## src/rtl/tap_player.sv

```systemverilog
// Cassette emulation: parses a .TAP byte stream from a small FIFO and replays
// each pulse record as a square wave on cass_read, timed in CPU cycles.
module tap_player #(
  parameter int unsigned FIFO_DEPTH = 16,
  parameter logic [95:0] SIG        = "C64-TAPE-RAW"
) (
  input  logic       clk_sys,
  input  logic       reset,
  input  logic       cpu_ce,
  input  logic [7:0] din,
  input  logic       din_valid,
  output logic       din_ready,
  input  logic       play,
  input  logic       cass_motor,
  output logic       cass_read,
  output logic       cass_sense,
  output logic       playing,
  output logic       done,
  output logic       error
);

  localparam int unsigned AW = $clog2(FIFO_DEPTH);
  localparam int unsigned CW = AW + 1;

  localparam logic [2:0] S_HDR   = 3'd0;
  localparam logic [2:0] S_ERR   = 3'd1;
  localparam logic [2:0] S_FETCH = 3'd2;
  localparam logic [2:0] S_LONG0 = 3'd3;
  localparam logic [2:0] S_LONG1 = 3'd4;
  localparam logic [2:0] S_LONG2 = 3'd5;
  localparam logic [2:0] S_PULSE = 3'd6;
  localparam logic [2:0] S_DONE  = 3'd7;

  logic [7:0]    mem [FIFO_DEPTH];
  logic [AW-1:0] wr_ptr, rd_ptr;
  logic [CW-1:0] count;
  logic          full, empty, push, pop, pop_req;
  logic [7:0]    head;

  assign full      = (count == CW'(FIFO_DEPTH));
  assign empty     = (count == '0);
  assign din_ready = !full;
  assign push      = din_valid & din_ready;
  assign pop       = pop_req & !empty;
  assign head      = mem[rd_ptr];

  always_ff @(posedge clk_sys) begin
    if (push) mem[wr_ptr] <= din;
  end

  // Pointers and occupancy; a simultaneous push and pop leaves count unchanged
  always_ff @(posedge clk_sys) begin
    if (reset) begin
      wr_ptr <= '0;
      rd_ptr <= '0;
      count  <= '0;
    end else begin
      if (push) wr_ptr <= wr_ptr + AW'(1);
      if (pop)  rd_ptr <= rd_ptr + AW'(1);
      case ({push, pop})
        2'b10:   count <= count + CW'(1);
        2'b01:   count <= count - CW'(1);
        default: count <= count;
      endcase
    end
  end

  logic [7:0] sig_bytes [12];
  for (genvar g = 0; g < 12; g++) begin : g_sig
    assign sig_bytes[g] = SIG[8*(11-g) +: 8];
  end

  logic [2:0]  state, state_nxt;
  logic [4:0]  idx, idx_nxt;
  logic        err_flag, err_flag_nxt;
  logic        ver, ver_nxt;
  logic [31:0] len, len_nxt;
  logic [31:0] cnt, cnt_nxt;
  logic [15:0] lcount, lcount_nxt;
  logic [23:0] r, r_nxt, h, h_nxt;
  logic [23:0] p_load, long_c;
  logic        adv;

  assign adv        = cpu_ce & cass_motor & play;
  assign cass_sense = !play;
  assign playing    = (state == S_PULSE) & cass_motor & play;
  assign long_c     = {head, lcount};

  always_ff @(posedge clk_sys) begin
    if (reset) begin
      state     <= S_HDR;
      idx       <= '0;
      err_flag  <= 1'b0;
      ver       <= 1'b0;
      len       <= '0;
      cnt       <= '0;
      lcount    <= '0;
      r         <= '0;
      h         <= '0;
      cass_read <= 1'b1;
      done      <= 1'b0;
      error     <= 1'b0;
    end else begin
      state     <= state_nxt;
      idx       <= idx_nxt;
      err_flag  <= err_flag_nxt;
      ver       <= ver_nxt;
      len       <= len_nxt;
      cnt       <= cnt_nxt;
      lcount    <= lcount_nxt;
      r         <= r_nxt;
      h         <= h_nxt;
      cass_read <= !((state_nxt == S_PULSE) && (r_nxt > h_nxt));
      done      <= (state_nxt == S_DONE);
      error     <= (state_nxt == S_ERR);
    end
  end

  always_comb begin
    state_nxt    = state;
    idx_nxt      = idx;
    err_flag_nxt = err_flag;
    ver_nxt      = ver;
    len_nxt      = len;
    cnt_nxt      = cnt;
    lcount_nxt   = lcount;
    r_nxt        = r;
    h_nxt        = h;
    pop_req      = 1'b0;
    p_load       = '0;

    case (state)
      S_HDR: begin
        pop_req = 1'b1;
        if (!empty) begin
          idx_nxt = idx + 5'd1;
          if ((idx < 5'd12) && (head != sig_bytes[idx[3:0]])) err_flag_nxt = 1'b1;
          if (idx == 5'd12) ver_nxt = head[0];
          if (idx >= 5'd16) begin
            case (idx[1:0])
              2'd0:    len_nxt[7:0]   = head;
              2'd1:    len_nxt[15:8]  = head;
              2'd2:    len_nxt[23:16] = head;
              default: len_nxt[31:24] = head;
            endcase
          end
          if (idx == 5'd19) state_nxt = err_flag_nxt ? S_ERR : S_FETCH;
        end
      end

      // Drain forever so the upstream fetcher never stalls on a bad image
      S_ERR: pop_req = 1'b1;

      S_FETCH: begin
        pop_req = adv;
        if (adv && !empty) begin
          cnt_nxt = cnt + 32'd1;
          if (head != 8'd0 || !ver) begin
            p_load    = (head != 8'd0) ? {13'd0, head, 3'd0} : 24'd2048;
            r_nxt     = p_load;
            h_nxt     = p_load >> 1;
            state_nxt = S_PULSE;
          end else begin
            state_nxt = S_LONG0;
          end
        end
      end

      S_LONG0, S_LONG1: begin
        pop_req = 1'b1;
        if (!empty) begin
          cnt_nxt = cnt + 32'd1;
          if (state == S_LONG0) begin
            lcount_nxt[7:0] = head;
            state_nxt       = S_LONG1;
          end else begin
            lcount_nxt[15:8] = head;
            state_nxt        = S_LONG2;
          end
        end
      end

      S_LONG2: begin
        pop_req = 1'b1;
        if (!empty) begin
          cnt_nxt = cnt + 32'd1;
          if (long_c == 24'd0) begin
            state_nxt = ((len != 32'd0) && (cnt_nxt == len)) ? S_DONE : S_FETCH;
          end else begin
            r_nxt     = long_c;
            h_nxt     = long_c >> 1;
            state_nxt = S_PULSE;
          end
        end
      end

      // R counts down on each advancing cycle; the pulse ends on the R==1 advance
      S_PULSE: begin
        if (adv) begin
          if (r == 24'd1) begin
            state_nxt = ((len != 32'd0) && (cnt == len)) ? S_DONE : S_FETCH;
          end else begin
            r_nxt = r - 24'd1;
          end
        end
      end

      S_DONE: pop_req = 1'b0;

      default: state_nxt = S_HDR;
    endcase
  end

endmodule
```

## config.mk

```make
export PLATFORM = sky130hd
export DESIGN_NAME = tap_player
export DESIGN_NICKNAME = d
export VERILOG_FILES = /design/src/rtl/tap_player.sv
export SDC_FILE = /design/constraint.sdc
export NUM_CORES = 1
export LEC_CHECK = 0
export ABC_AREA = 1
export CORE_MARGIN = 5
export CORE_UTILIZATION = 55
export DETAILED_ROUTE_END_ITERATION = 7
export GPL_TIMING_DRIVEN = 0
export PLACE_DENSITY = 0.73
export SYNTH_ARGS = -nofsm -noshare
export SYNTH_HDL_FRONTEND = slang
export SYNTH_SLANG_ARGS = --single-unit
```

## constraint.sdc

```tcl
create_clock -name clk_sys -period 8.32 [get_ports clk_sys]
set_input_delay 2.08 -clock clk_sys [delete_from_list [all_inputs] [get_ports clk_sys]]
set_output_delay 2.08 -clock clk_sys [all_outputs]
set_load 0.02 [all_outputs]
```

==> impl_metrics.yaml <==
yosys:
  synth-edff-count: 128
  synth_nets: 2276
  avgSynthCellArea_um2: 7.22
  synthCells: 2219
  async_flop_share_pct: 0
  ys_seq_area_share_pct: 43.7
  yosysWarnings: 0
  yosysUniqueCellTypes: 44
  ys_ff_latch: 286
  netlist_area_um2: 16000
  synth-main-ff-cell: "dfxtp_1"
setup_path:
  r2r_cells: 26
  endpoint_kind: "flip-flop"
  reg2reg_setup_slack_ps: 3680
  crit_end: "cass_read"
  arrival_ps: 6200
  crit_type: "input port to flip-flop"
  critPathLaunchType: "input port"
  cp-startpoint: "play"
  critPathRequiredTime_ps: 8740
  r2r_end: "cass_read"
  crit_fanout: 8
sta:
  tns_ps: 0
  fin_skew_ps: 23.1
  rsz0062_at_grt: "false"
  whs_ps: 487
  hold_viol_final: 0
  period_minus_slack_ps: 5780
  fin_crit_sh_pct: 69.5
  relSlewSlack_pct: 35.8
  finalSetupViolCount: 0
  worst_slew_pin_slew_ps: 959
  fmax_ghz: 0.173
  drv_slew: 0
detailed_routing:
  wire_per_inst_um: 18.0
  drtIter0Drc: 1650
  vias: 14900
  drtAntennaViolNets: 0
  via_per_inst: 5.58
  routed_wl_um: 48200
  dr.pass1.iters: 6
  drc: 0
die:
  core_area_um2: 28800
  start_util_pct: 55.7
  dieArea_um2: 32700
  die_h_um: 181
  fp.dieW_um: 181
  fp-row-count: 62
  io_pins: 20
cts:
  clock_latency_ps: 580
  cts_hold_buffers: 0
  numCtsBuffers: 31
  clkTransAtPathRegs_ps: 60
  cts.sinks: 286
  post_cts_resized: 0
  cts_setup_buffers: 0
  h-tree-depth: 1
  root_buffer: "clkbuf_16"
  clk_path_buf_depth: 3
  cts_tree: "yes"
place:
  postPlaceCellArea_um2: 16700
  port_buffers: 18
  hpwl_um: 35600
  gp_congestion: 0.951
pwr:
  vdd_drop_max_v: 0.000241
  power_uw: 5320
  power.density_nw_per_um2: 301
  power_leakage_uw: 0.00824
status:
  status: "finished clean"
global_route:
  grt_pass1_vias: 13800
  track_usage_pct: 28.7
  grt_start_max_net_pins: 17
  grt_first_pass_wirelength_um: 75200
  antenna_found_initial: 0
  overflow: 0
layout:
  antennaDiodeCount: 0
  ff_latch_area_um2: 7010
  drive_above_1_share_pct: 6.11
  area_delta_synth_final_pct: 10.2
  postLayoutCellArea_um2: 17700
  final_util_pct: 61.4
  nFillCells: 2631
  nets: 2327
  multiInputGateArea_um2: 7380
worst_hold_path:
  min_path_type: "flip-flop to flip-flop"
run:
  cap_viol_max_count: 0
[cells in the mapped netlist (8+ instances only)]
| library cell | number | area (um^2) |
|---|---|---|
| o21ai_2 | 19 | 166 |
| buf_6 | 8 | 90.1 |
| xnor2_1 | 25 | 219 |
| nor2_1 | 252 | 946 |
| nand4_1 | 31 | 194 |
| o211ai_1 | 13 | 97.6 |
| inv_1 | 315 | 1180 |
| nor3_1 | 23 | 115 |
| xor2_1 | 12 | 105 |
| nand2_1 | 571 | 2140 |
| a21oi_1 | 109 | 546 |
| dfxtp_1 | 158 | 3160 |
| inv_2 | 15 | 56.3 |
| buf_4 | 8 | 60.1 |
| clkbuf_1 | 37 | 139 |
| o21ai_1 | 38 | 190 |
| o21ai_0 | 142 | 711 |
| edfxtp_1 | 128 | 3840 |
| buf_2 | 19 | 95.1 |
| ha_1 | 42 | 526 |
| nand3_1 | 183 | 916 |
[sequential cells by signal, summed over array words and instances, names as in the netlist, named ones only]
name and count:
wr_ptr 4, cnt 32, rd_ptr 4, err_flag 1, h 24, state 3
done 1, idx 5, len 32, error 1, cass_read 1, count 5
ver 1, r 24, lcount 16, mem 128
[cells by family (layout without fill, tap and decap cells)]
| family | after synthesis | after routing | synth area share, % |
|---|---|---|---|
| buf+inv | 408 | 481 | 10.3 |
| xor+xnor | 37 | 37 | 2.02 |
| compound gates | 342 | 342 | 11.6 |
| simple gates | 1103 | 1103 | 29.0 |
| flops | 286 | 286 | 43.7 |
| fa+ha+maj | 43 | 43 | 3.40 |
[metal layers]
metal  vias up  part of all wire (%)  global-route usage (%)
met2       678                    45                    46.2
li1       7272                     -                       -
met4         0                   4.6                    12.0
met3       125                   8.9                    4.58
met5         -                     0                       0
met1      6870                    42                    38.8
[final cells by class]
cell class | instances | share of cell area (%)
clock buffer | 42 | 4.79
timing repair buffer | 18 | 1.02
tap | 384 | 2.72
inverter | 331 | 7.03
sequential | 286 | 39.6
clock inverter | 13 | 0.758
multi-input combinational | 1525 | 41.8
buffer | 77 | 2.28
[where the power goes]
part	switching [uW]	internal, uW	total, uW
Clock	577	773	1350
Combinational	1640	672	2310
Sequential	81.0	1570	1650
[stage by stage]
| stage | setup slack [ps] | std cells |
|---|---|---|
| final | 2540 | 2676 |
| after global routing | 2350 | 2676 |
| after CTS | 2700 | 2676 |
| after detailed placement | 2110 | 2621 |
| after global placement | 2070 | 2621 |
| after floorplan | 3730 | 2219 |
[layout by cell type (no fill, tap or decap), drive strengths merged, types with 31 or more instances in the layout]
master and n:
buf 40, dfxtp 158, nor2 259, nand3 188, inv 331, edfxtp 128, clkbuf 79, nand2 580
ha 42, o21ai 199, nand4 31, a21oi 109
[critical path, cell delays in order]
cell,delay [ps]
clkdlybuf4s50_1,490
nand3_1,240
inv_1,310
nand2_1,260
nor2_1,340
nand3_1,290
nor2_1,210
nand2_1,70
a21oi_1,120
nand2_1,90
nand2_1,70
nand3_1,130
ha_1,310
nand2_1,60
nor2_1,240
nand4_1,200
nor2_1,160
nand2_1,70
o2111ai_1,110
nand3b_1,100
nor2_1,110
nand4_1,130
[worst min-delay path by stage]
stage | slack, ps | depth (start not counted) | endpoint | start
2_1_floorplan | 440 | 1 | count[4] | count[4]
3_3_place_gp | 460 | 1 | count[4] | count[4]
3_5_place_dp | 470 | 2 | err_flag | err_flag
4_1_cts | 480 | 2 | err_flag | err_flag
5_1_grt | 490 | 2 | err_flag | err_flag
6_report | 490 | 2 | rd_ptr[2] | rd_ptr[2]
Note: power is estimated with default switching activity, not from simulation.
